--- src/rtl/riscv_pkg.sv ---
// Shared fetch-path definitions: datapath width, default NOP encoding and
// the fetch controller state type.
package riscv_pkg;

  localparam int unsigned XLEN = 32;

  // addi x0, x0, 0
  localparam logic [XLEN-1:0] NOP_INSTR_DEF = 32'h0000_0013;

  typedef enum logic [1:0] {
    IDLE = 2'd0,
    REQ  = 2'd1,
    HOLD = 2'd2,
    DROP = 2'd3
  } fetch_state_t;

endpackage

--- src/rtl/fetch_skid_buf.sv ---
// Single-entry {instr, pc} holding register. It catches a response that
// arrives while the output slot is full and stalled. clear beats load,
// and load beats unload.
module fetch_skid_buf
  import riscv_pkg::*;
#(
  parameter int unsigned W = XLEN
) (
  input  logic         clk,
  input  logic         reset,
  input  logic         load,
  input  logic         unload,
  input  logic         clear,
  input  logic [W-1:0] instr_in,
  input  logic [W-1:0] pc_in,
  output logic         valid,
  output logic [W-1:0] instr,
  output logic [W-1:0] pc
);

  logic         valid_q, valid_d;
  logic [W-1:0] instr_q, instr_d;
  logic [W-1:0] pc_q, pc_d;

  // Next-state for occupancy and captured payload.
  always_comb begin
    valid_d = valid_q;
    instr_d = instr_q;
    pc_d    = pc_q;
    if (clear) begin
      valid_d = 1'b0;
    end else if (load) begin
      valid_d = 1'b1;
      instr_d = instr_in;
      pc_d    = pc_in;
    end else if (unload) begin
      valid_d = 1'b0;
    end
  end

  // Register update with synchronous reset.
  always_ff @(posedge clk) begin
    if (reset) begin
      valid_q <= 1'b0;
      instr_q <= '0;
      pc_q    <= '0;
    end else begin
      valid_q <= valid_d;
      instr_q <= instr_d;
      pc_q    <= pc_d;
    end
  end

  assign valid = valid_q;
  assign instr = instr_q;
  assign pc    = pc_q;

endmodule

--- src/rtl/fetch_stage.sv ---
// Instruction-fetch stage feeding the IF/ID register. It owns the PC,
// issues one request at a time to the instruction port, and absorbs
// downstream stall and branch/jump redirect.
//
// Optional build macro FETCH_ALIGN_CHECK_EN adds output fetch_misaligned.
// A redirect to a non-word-aligned target then issues no fetch. Instead the
// stage presents a NOP tagged with the bad PC until the next redirect.
// Without the macro, the low two bits of redirect_pc are ignored.
//
// state | meaning
// ------+-----------------------------------------------------------------
// IDLE  | no request; one-cycle gap after reset (or parked on misalignment)
// REQ   | request at pc outstanding; a response fills the slot or the skid
// HOLD  | response parked in the skid while the full slot is stalled
// DROP  | redirected mid-request; wait out the old response, then discard it
module fetch_stage
  import riscv_pkg::*;
#(
  parameter int unsigned   n         = XLEN,
  parameter logic [n-1:0]  RESET_PC  = '0,
  parameter logic [n-1:0]  NOP_INSTR = n'(NOP_INSTR_DEF)
) (
  input  logic         clk,
  input  logic         reset,
  input  logic         stall,
  input  logic         redirect,
  input  logic [n-1:0] redirect_pc,
  output logic         imem_req,
  output logic [n-1:0] imem_addr,
  input  logic         imem_ready,
  input  logic [n-1:0] imem_rdata,
  output logic         fetch_valid,
  output logic [n-1:0] instruction_next,
  output logic [n-1:0] pc_next,
`ifdef FETCH_ALIGN_CHECK_EN
  output logic         fetch_misaligned,
`endif
  output logic [n-1:0] pc_plus_four_next
);

  localparam logic [n-1:0] PC_STEP = n'(4);

  fetch_state_t state_q, state_d;
  logic [n-1:0] pc_q, pc_d;
  logic [n-1:0] drop_addr_q, drop_addr_d;
  logic         fv_q, fv_d;
  logic [n-1:0] instr_q, instr_d;
  logic [n-1:0] pcn_q, pcn_d;
  logic [n-1:0] pc4_q, pc4_d;

  logic         skid_load, skid_unload, skid_clear;
  logic         skid_valid;
  logic [n-1:0] skid_instr, skid_pc;

  logic [n-1:0] rpc_eff;
  logic         mis_now;
  logic         mis_hold;

`ifdef FETCH_ALIGN_CHECK_EN
  logic mis_q, mis_d;

  assign rpc_eff          = redirect_pc;
  assign mis_now          = redirect && (redirect_pc[1:0] != 2'b00);
  assign mis_hold         = mis_q;
  assign fetch_misaligned = mis_q;

  // Misalignment flag: set or cleared by every redirect, sticky otherwise.
  always_comb begin
    mis_d = mis_q;
    if (redirect) mis_d = mis_now;
  end

  // Misalignment flag register.
  always_ff @(posedge clk) begin
    if (reset) mis_q <= 1'b0;
    else       mis_q <= mis_d;
  end
`else
  logic unused_rpc_lsb;

  assign rpc_eff        = {redirect_pc[n-1:2], 2'b00};
  assign mis_now        = 1'b0;
  assign mis_hold       = 1'b0;
  assign unused_rpc_lsb = ^redirect_pc[1:0];
`endif

  fetch_skid_buf #(.W(n)) u_skid (
    .clk      (clk),
    .reset    (reset),
    .load     (skid_load),
    .unload   (skid_unload),
    .clear    (skid_clear),
    .instr_in (imem_rdata),
    .pc_in    (pc_q),
    .valid    (skid_valid),
    .instr    (skid_instr),
    .pc       (skid_pc)
  );

  // Request port decodes from state only. In DROP, the address of the
  // abandoned request stays on the bus until its response arrives.
  always_comb begin
    imem_req  = (state_q == REQ) || (state_q == DROP);
    imem_addr = (state_q == DROP) ? drop_addr_q : pc_q;
  end

  // Next-state, PC and output-slot logic. Redirect wins over everything.
  always_comb begin
    state_d     = state_q;
    pc_d        = pc_q;
    drop_addr_d = drop_addr_q;
    fv_d        = fv_q;
    instr_d     = instr_q;
    pcn_d       = pcn_q;
    pc4_d       = pc4_q;
    skid_load   = 1'b0;
    skid_unload = 1'b0;
    skid_clear  = 1'b0;

    if (redirect) begin
      fv_d       = 1'b0;
      instr_d    = NOP_INSTR;
      pc_d       = rpc_eff;
      skid_clear = 1'b1;
      if (mis_now) begin
        fv_d  = 1'b1;
        pcn_d = redirect_pc;
        pc4_d = redirect_pc + PC_STEP;
      end
      case (state_q)
        REQ: begin
          drop_addr_d = pc_q;
          if (imem_ready) state_d = mis_now ? IDLE : REQ;
          else            state_d = DROP;
        end
        DROP: begin
          if (imem_ready) state_d = mis_now ? IDLE : REQ;
        end
        default: state_d = mis_now ? IDLE : REQ;
      endcase
    end else begin
      // A valid slot with no stall is taken by instr_reg this edge.
      if (fv_q && !stall && !mis_hold) fv_d = 1'b0;

      case (state_q)
        IDLE: begin
          if (!mis_hold) state_d = REQ;
        end
        REQ: begin
          if (imem_ready) begin
            if (fv_q && stall) begin
              skid_load = 1'b1;
              state_d   = HOLD;
            end else begin
              fv_d    = 1'b1;
              instr_d = imem_rdata;
              pcn_d   = pc_q;
              pc4_d   = pc_q + PC_STEP;
              pc_d    = pc_q + PC_STEP;
            end
          end
        end
        HOLD: begin
          if (!stall && skid_valid) begin
            skid_unload = 1'b1;
            fv_d        = 1'b1;
            instr_d     = skid_instr;
            pcn_d       = skid_pc;
            pc4_d       = skid_pc + PC_STEP;
            pc_d        = pc_q + PC_STEP;
            state_d     = REQ;
          end
        end
        DROP: begin
          if (imem_ready) state_d = mis_hold ? IDLE : REQ;
        end
        default: state_d = IDLE;
      endcase
    end
  end

  // State, PC and output-slot registers.
  always_ff @(posedge clk) begin
    if (reset) begin
      state_q     <= IDLE;
      pc_q        <= RESET_PC;
      drop_addr_q <= RESET_PC;
      fv_q        <= 1'b0;
      instr_q     <= NOP_INSTR;
      pcn_q       <= '0;
      pc4_q       <= '0;
    end else begin
      state_q     <= state_d;
      pc_q        <= pc_d;
      drop_addr_q <= drop_addr_d;
      fv_q        <= fv_d;
      instr_q     <= instr_d;
      pcn_q       <= pcn_d;
      pc4_q       <= pc4_d;
    end
  end

  assign fetch_valid       = fv_q;
  assign instruction_next  = instr_q;
  assign pc_next           = pcn_q;
  assign pc_plus_four_next = pc4_q;

endmodule

--- config.mk ---
export PLATFORM = sky130hd
export DESIGN_NAME = fetch_stage
export DESIGN_NICKNAME = d
export VERILOG_FILES = /design/src/rtl/riscv_pkg.sv /design/src/rtl/fetch_skid_buf.sv /design/src/rtl/fetch_stage.sv
export SDC_FILE = /design/constraint.sdc
export NUM_CORES = 1
export LEC_CHECK = 0
export ABC_AREA = 1
export CAP_MARGIN = 20
export CORE_UTILIZATION = 45
export DETAILED_ROUTE_END_ITERATION = 16
export GPL_ROUTABILITY_DRIVEN = 0
export PLACE_DENSITY = 0.75
export SYNTH_ARGS = -nofsm -noshare
export SYNTH_HDL_FRONTEND = slang
export SYNTH_HIERARCHICAL = 1
export SYNTH_SLANG_ARGS = --single-unit
export TNS_END_PERCENT = 30
--- constraint.sdc ---
create_clock -name clk -period 2.1 [get_ports clk]
set_input_delay 0.315 -clock clk [delete_from_list [all_inputs] [get_ports clk]]
set_output_delay 0.315 -clock clk [all_outputs]
set_load 0.1 [all_outputs]
======== Word level (Yosys, flattened, before mapping) ========
Index checks and enable logic that the tools add are counted.
storage, ports and cells
  bits in latches ......................... 0
  bits in read-only memories .............. 0
  register bits ........................... 228
  memories ................................ 0
  output and inout port bits .............. 130
  memory bits (writable) .................. 0
cells by class
  add/sub/neg operators ................... 2
  equal/unequal tests ..................... 10
  shifts and indexed selects .............. 0
  $mul .................................... 0
  muxes and demuxes ....................... 39
  $lt $le $gt $ge ......................... 0
  div/mod/pow operators ................... 0
  bitwise gates (word level) .............. 2
  reduce and logical (&&, ||, !) cells .... 17
operators with widths
  cell                   count
  $mux 32                12
  $pmux 32 s2            4
  $add 32x3->32 const B  2
  $mux 1                 14
  $mux 2                 6
  $ne 3x3->1 const B     3
  $pmux 2 s4             1
  $reduce_and 4->1       2
  $ne 2x2->1 const B     3
  $reduce_and 5->1       1
  $eq 2x2->1 const B     2
  $pmux 2 s2             1
  $reduce_and 2->1       2
  $reduce_bool 2->1      2
  $reduce_or 2->1        2
  $logic_and 1x1->1      3
  $ne 3x2->1 const B     1
  $reduce_and 3->1       1
  $reduce_bool 3->1      1
  $eq 2x1->1 const B     1
  $logic_not 2->1        1
  $not 1->1              2
  $pmux 1 s2             1
  $logic_not 1->1        1
  $logic_or 1x1->1       1

======== Longest topological paths before layout ========
Gate-level depths: netlist of the first run.
  depth in word-level cells ............... 7
  gate-level depth with buffers ........... 12
  gate-level depth less buffers ........... 12

======== Modules after synthesis ========
The synthesis of the first run kept the hierarchy.
modules (own cells, without submodules)
  module          area an instance (um^2)  sequential area each (um^2)  cells an instance  instances
  fetch_stage     8,445.6                  3,143.0                      1,285              1
  fetch_skid_buf  2,829.0                  1,301.2                      420                1

======== Worst setup path before layout of the first run ========
Ideal clock, no wire load.
  path kind ............................... reg-to-output
  start ................................... reg state_q[0]
  end ..................................... out imem_addr[10]
  cell stages (with the launch flop) ...... 5
  slack ................................... -1.197 ns
  arrival ................................. 2.982 ns
  cells stage by stage .................... dfxtp_1 > ha_1 > clkbuf_1 > clkbuf_1 > o21ai_0
on the way
  word-level cells in the longest chain between the ends .. 2
ends and longest elaborated chain
  what                    RTL line            text
  start, declared         fetch_stage.sv:43   fetch_state_t state_q, state_d;
  start signal, assigned  fetch_stage.sv:193  state_q <= state_d;
  $eq 2x2->1              fetch_stage.sv:104  imem_addr = (state_q == DROP) ? drop_addr_q : pc_q;
  $mux 32                 fetch_stage.sv:104
  end, declared           fetch_stage.sv:29   output logic [n-1:0] imem_addr,
No other way between the ends.

======== Worst setup path in the final report of the first run ========
  start ................................... reg state_q[1]
  end ..................................... out imem_addr[24]
Same word-level chain as after synthesis.

==> results of run 1 <==
tightest hold or removal path, delay by kind of cell:
family | cells | cell delay (ps)
buffers and inverters | 2 | 350
AOI/OAI and AO/OA | 1 | 60
timing repair:
action | 4_1_cts | 5_1_grt
gates cloned | 1 | 1
pin swaps | 13 | 1
gates resized for setup | 51 | 10
setup buffers | 1 | 0
setup endpoints to repair | 28 | 31
how the worst max path moves through the flow:
| stage | from | to | slack [ps] | cells past startpoint |
|---|---|---|---|---|
| 2_1_floorplan | state_q[0]$_SDFFE_PP0P_ | imem_addr[10] | -470 | 4 |
| 3_3_place_gp | stall | pc_plus_four_next[27]$_SDFFE_PP0P_ | 50 | 11 |
| 3_5_place_dp | stall | pc_plus_four_next[2]$_SDFFE_PP0P_ | 20 | 11 |
| 4_1_cts | state_q[1]$_SDFFE_PP0P_ | imem_addr[7] | -20 | 6 |
| 5_1_grt | state_q[1]$_SDFFE_PP0P_ | imem_addr[24] | -90 | 6 |
| 6_report | state_q[1]$_SDFFE_PP0P_ | imem_addr[24] | -30 | 6 |
power by group through the flow:
stage | Clock (mW) | Sequential (mW) | Combinational (mW)
2_1_floorplan | 0 | 6.07 | 1.39
4_1_cts | 3.95 | 4.72 | 3.87
6_report | 3.90 | 4.73 | 3.88
3_3_place_gp | 0 | 4.81 | 3.75
5_1_grt | 4.15 | 4.76 | 4.07
3_5_place_dp | 0 | 4.81 | 3.80
metal layers:
| layer | wire length [um] | track usage | up-vias |
|---|---|---|---|
| li1 | - | - | 5830 |
| met1 | 14000 | 0.326 | 5374 |
| met2 | 16800 | 0.457 | 488 |
| met3 | 2800 | 0.0481 | 77 |
| met4 | 1320 | 0.100 | 0 |
| met5 | 0 | 0 | - |
synthesized netlist by cell type, drive strengths merged:
library cell / n
o21ai: 133
nor2: 229
clkinv: 2
a31oi: 78
a22oi: 9
nand3b: 5
inv: 152
nand4: 3
nor3: 3
xnor2: 4
o22ai: 1
ha: 7
nand2: 511
a311oi: 8
o21bai: 3
conb: 1
o211ai: 6
o311ai: 3
xor2: 21
clkbuf: 51
dfxtp: 222
o21a: 8
nand3: 123
buf: 58
a21oi: 60
and2: 3
a21o: 1
placed cells by master, fill, tap and decap left out, types with 21 or more instances in the layout:
master / instances
clkdlybuf4s50_1: 64
a31oi_1: 78
xor2_1: 21
a21oi_1: 59
buf_4: 133
nand3_1: 122
dfxtp_1: 220
o21ai_4: 22
o21ai_0: 67
inv_1: 143
nand2_1: 507
o21ai_1: 37
clkbuf_16: 26
buf_12: 47
nor2_1: 212
layout make-up:
type | count | share of cell area
Multi-Input combinational cell | 1223 | 0.403
Sequential cell | 222 | 0.300
Timing Repair Buffer | 252 | 0.183
Clock buffer | 33 | 0.0447
Inverter | 154 | 0.0390
Tap cell | 324 | 0.0273
Clock inverter | 8 | 0.00312
per-stage QoR:
step | worst slack [ps] | area, um2 | util | setup TNS (ps)
6_report | -25.5 | 14800 | 0.606 | -134
5_1_grt | -94.2 | 14800 | 0.606 | -1700
4_1_cts | -24.6 | 14800 | 0.604 | -84.8
3_5_place_dp | 18.7 | 13800 | 0.562 | 0
3_3_place_gp | 54.9 | 13800 | 0.562 | 0
2_1_floorplan | -469 | 11300 | - | -16580
cells by family (layout without fill, tap and decap cells):
family,count (synthesis),after routing,synth area share
adder cells (fa/ha/maj),7,7,0.00777
flip-flops,222,222,0.394
XOR/XNOR,25,25,0.0194
other,1,4,0.000333
buffers and inverters,263,447,0.105
AO/OA/AOI/OAI,310,310,0.157
AND/OR/NAND/NOR,877,877,0.317
==> reports/qor.yml, run 1 <==
outcome: "complete, but fails checks"
layout.nets: 1952
setup_viol: 17
worst_path_most_repeated_cell: "buf_12"
arrival_ps: 1810
yosysTopAreaCellShare: 0.394
grt_pass1_vias: 10664
total_power_mw: 12.5
h-tree-depth: 1
cap_viol_max_count: 0
routed_via_density: 5.31
drtPass1Iterations: 5
finalHoldViolations: 0
finalNonFillerCells: 2216
clk_latency_ps: 520
multi_input_area_mm2: 0.00597
register_area_mm2: 0.00445
layout-drive-gt1-share: 0.153
grt_util_all_layers: 0.265
cts.hold.buffers_added: 0
netlist_instances: 1705
yosysWarnings: 6
crit_chain: "buf_6 > ha_4 > buf_12 > nand2_1 > o21ai_4 > buf_12"
critical_path_buf_inv_count: 3
post-route-drc-count: 0
min_path_cells: 3
worst_hold_slack_ps: 253
synthToLayoutAreaGrowth_pct: 31.6
wl_mm: 34.9
p_leak_nw: 5.98
grt_overflow: 0
power_switching_mw: 4.74
cts_sinks: 222
row_count: 57
dp.cells: 2172
root_buffer: "clkbuf_16"
drv_slew: 0
relSlewSlack: 0.658
p_per_area_mw_per_mm2: 843
hp-class: "primary input to register"
clockBufferDepth: 3
crit_fanout: 22
n_fill_cell: 2232
rsz0062_at_grt: "yes"
die_x_um: 160
fin_crit_ps: 2130
cts_tree: "done"
path_delay_family: "buffers and inverters"
post-route-period-util: 1.01
wl_per_cell_um: 15.8
die_y_um: 160
rrSetupSlack_ps: 150
initial_core_util: 0.461
worst_r2r_path_depth: 9
io_buffers: 194
slowest_stage: "dfxtp_2"
power_frac_comb: 0.310
min_to: "pc_plus_four_next[6]$_SDFFE_PP0P_"
crit-reg2reg-launch: "u_skid/pc[3]$_SDFFE_PP0P_"
diodes: 0
ys_top_cells_by_area: "dfxtp_1 39%, nand2_1 17%, nor2_1 7.1%"
worstSetupPathType: "register to output port"
fmax_mhz: 470
vias: 11769
p_int_mw: 7.77
netlist_area_mm2: 0.0113
dieArea_mm2: 0.0257
r2r_end: "pc_plus_four_next[24]$_SDFFE_PP0P_"
grt_max_degree: 93
worst_slack_ps: -25.5
core_mm2: 0.0245
slowest_delay_ps: 330
ys_seq_elements: 222
required_ps: 1780
avgSynthCellArea_um2: 6.61
synth-seq-area-share: 0.394
sw_frac_of_total: 0.379
grt_pass1_wl_mm: 55.3
min-delay-start: "reset"
pwr-share-seq: 0.378
fin_skew_ps: 9.40
yosys.area.top_type: "dfxtp_1"
hpwl_mm: 24.3
numCtsBuffers: 23
ys_types: 37
num_io_pins: 199
ir_worst_vdd_v: 0.000653
postRouteAntennaNets: 0
worst_setup_path_end_kind: "output port"
antenna_found_initial: 0
crit_path_start_kind: "register"
clkPwrFrac: 0.312
failed_checks: "negative setup slack"
path_clk_slew_ps: 60
tightest_slew_ps: 513
drt-initial-drc-count: 1173
No activity file was read; power rests on OpenSTA's default activity.
==> inputs of run 2 (changes only) <==
--- a/config.mk
+++ b/config.mk
@@ -6,7 +6,7 @@
 export NUM_CORES = 1
 export LEC_CHECK = 0
 export ABC_AREA = 1
-export CAP_MARGIN = 20
+export CAP_MARGIN = 40
 export CORE_UTILIZATION = 45
 export DETAILED_ROUTE_END_ITERATION = 16
 export GPL_ROUTABILITY_DRIVEN = 0
@@ -15,4 +15,4 @@
 export SYNTH_HDL_FRONTEND = slang
 export SYNTH_HIERARCHICAL = 1
 export SYNTH_SLANG_ARGS = --single-unit
-export TNS_END_PERCENT = 30
+export TNS_END_PERCENT = 50
==> run 2 against run 1 <==
Net effect: the run still ends with negative setup slack left; largest cell class unchanged; final cell count grew 0.27%; largest power group unchanged; combinational power is essentially flat; critical path depth is the same; sequential share of layout area shrank 0.34 points; worst hold slack lost 79 ps; first-iteration DRC count shrank 2.2%; die area is the same; fmax is essentially flat; utilization grew 0.76 points; non-clock buffer count grew 5.
==> reports/qor.yml, run 2 (synthesis gave the netlist of run 1 again) <==
vias: 12043
min_path_cells: 2
multi_input_area_mm2: 0.00602
layout-drive-gt1-share: 0.171
grt_util_all_layers: 0.267
crit_fanout: 8
grt_max_degree: 93
cts_tree: "done"
grt_util_met2: 0.455
p_per_area_mw_per_mm2: 861
arrival_ps: 1810
tns_ps: -329
post-route-period-util: 1.01
io_buffers: 194
layout_commonest_cell: "nand2_1"
crit-reg2reg-launch: "pc_q[11]$_SDFFE_PP0P_"
dieArea_mm2: 0.0257
crit_path_start_kind: "register"
worst_setup_path_end_kind: "output port"
relSlewSlack: 0.648
grt_pass1_wl_mm: 55.7
cap_viol_max_count: 0
place_ws_ps: 61.2
numCtsBuffers: 24
failed_checks: "negative setup slack"
clockBufferDepth: 3
path_clk_slew_ps: 60
register_area_mm2: 0.00445
core_mm2: 0.0245
synthToLayoutAreaGrowth_pct: 33.2
use_met3: 0.0475
finalHoldViolations: 0
rsz0062_at_grt: "yes"
hpwl_mm: 24.5
setup_viol: 23
worst_r2r_path_depth: 12
postRouteAntennaNets: 0
tightest_slew_ps: 528
worst_slack_ps: -24.7
dp.cells: 2173
min_to: "pc_plus_four_next[25]$_SDFFE_PP0P_"
layout.nets: 1958
row_count: 57
fmax_mhz: 471
die_y_um: 160
initial_core_util: 0.461
finalNonFillerCells: 2222
root_buffer: "clkbuf_16"
utilization: 0.614
num_io_pins: 199
busiest_layer: "met2"
stdcell_area_mm2: 0.0150
antenna_found_initial: 0
fin_skew_ps: 12.0
drt-initial-drc-count: 1147
die_x_um: 160
hp-class: "primary input to register"
placed_area_mm2: 0.0137
post-route-drc-count: 0
h-tree-depth: 1
required_ps: 1780
routed_via_density: 5.42
cts.hold.buffers_added: 0
drv_slew: 0
wl_mm: 36.3
n_fill_cell: 2201
ir_worst_vdd_v: 0.000643
layout_common_cells: "483 x nand2_1, 219 x dfxtp_1, 210 x nor2_1, 143 x inv_1, 136 x buf_4"
clk_latency_ps: 530
worstSetupPathType: "register to output port"
outcome: "complete, but fails checks"
cts_sinks: 222
min-delay-start: "reset"
grt_pass1_vias: 10905
r2r_end: "pc_plus_four_next[27]$_SDFFE_PP0P_"
grt_overflow: 0
use_met1: 0.327
fin_crit_ps: 2120
rrSetupSlack_ps: 160
diodes: 0
drtPass1Iterations: 5
wl_per_cell_um: 16.3
p_leak_nw: 6.07
run 2: cell count changes in the layout (fill, tap and decap cells not counted), moves of 2 or more:
cell       change
buf_4          +3
nand2_2       +24
nor2_2         +3
nor2_1         -2
nand2_1       -24
o21ai_2        +4
o21ai_4        -3
buf_6          +2
clkbuf_16      +2
bufinv_16      +2
run 2: per-stage QoR:
| step | power (mW) | hold slack, ps |
|---|---|---|
| finish | 12.9 | 174 |
| global route | 13.4 | 176 |
| CTS | 12.9 | 164 |
| detailed placement | 8.59 | 456 |
| global placement | 8.54 | 448 |
| floorplan | 7.45 | 434 |
run 2: per-layer routing:
metal / wire [um] / part of all wire
met1: 14400 / 0.40
met2: 17300 / 0.47
met3: 3060 / 0.084
met4: 1620 / 0.045
met5: 0 / 0
run 2: final cells by class:
type                       count  area share
sequential                   222       0.296
clock buffer                  34      0.0472
timing repair buffer         257       0.184
inverter                     154      0.0385
multi-input combinational   1223       0.401
clock inverter                 8     0.00600
tap                          324      0.0270
run 2: worst max path at each step:
| stage | from | endpoint | cells past startpoint |
|---|---|---|---|
| final | state_q[1]$_SDFFE_PP0P_ | imem_addr[26] | 6 |
| after global routing | state_q[1]$_SDFFE_PP0P_ | imem_addr[13] | 6 |
| after CTS | state_q[1]$_SDFFE_PP0P_ | imem_addr[30] | 5 |
| after detailed placement | stall | pc_plus_four_next[27]$_SDFFE_PP0P_ | 11 |
| after global placement | stall | pc_plus_four_next[10]$_SDFFE_PP0P_ | 11 |
| after floorplan | state_q[0]$_SDFFE_PP0P_ | imem_addr[10] | 4 |
run 2: worst max-delay path: stages (launching register included):
cell and delay [ps]:
dfxtp_2 330, buf_6 110, ha_4 280, clkbuf_16 230, nand2_2 70, o21ai_4 70, buf_12 190
run 2: report_power, final:
part           internal, mW  total [mW]  switching [mW]
logic                  1.06        3.89            2.83
clock network          2.58        4.30            1.72
registers              4.50        4.74           0.234
run 2: repair_timing:
action                     4_1_cts  5_1_grt
gates cloned                     1        5
setup endpoints to repair       31       32
gates resized for setup         40       40
setup buffers                    0        1
pin swaps                        0        4
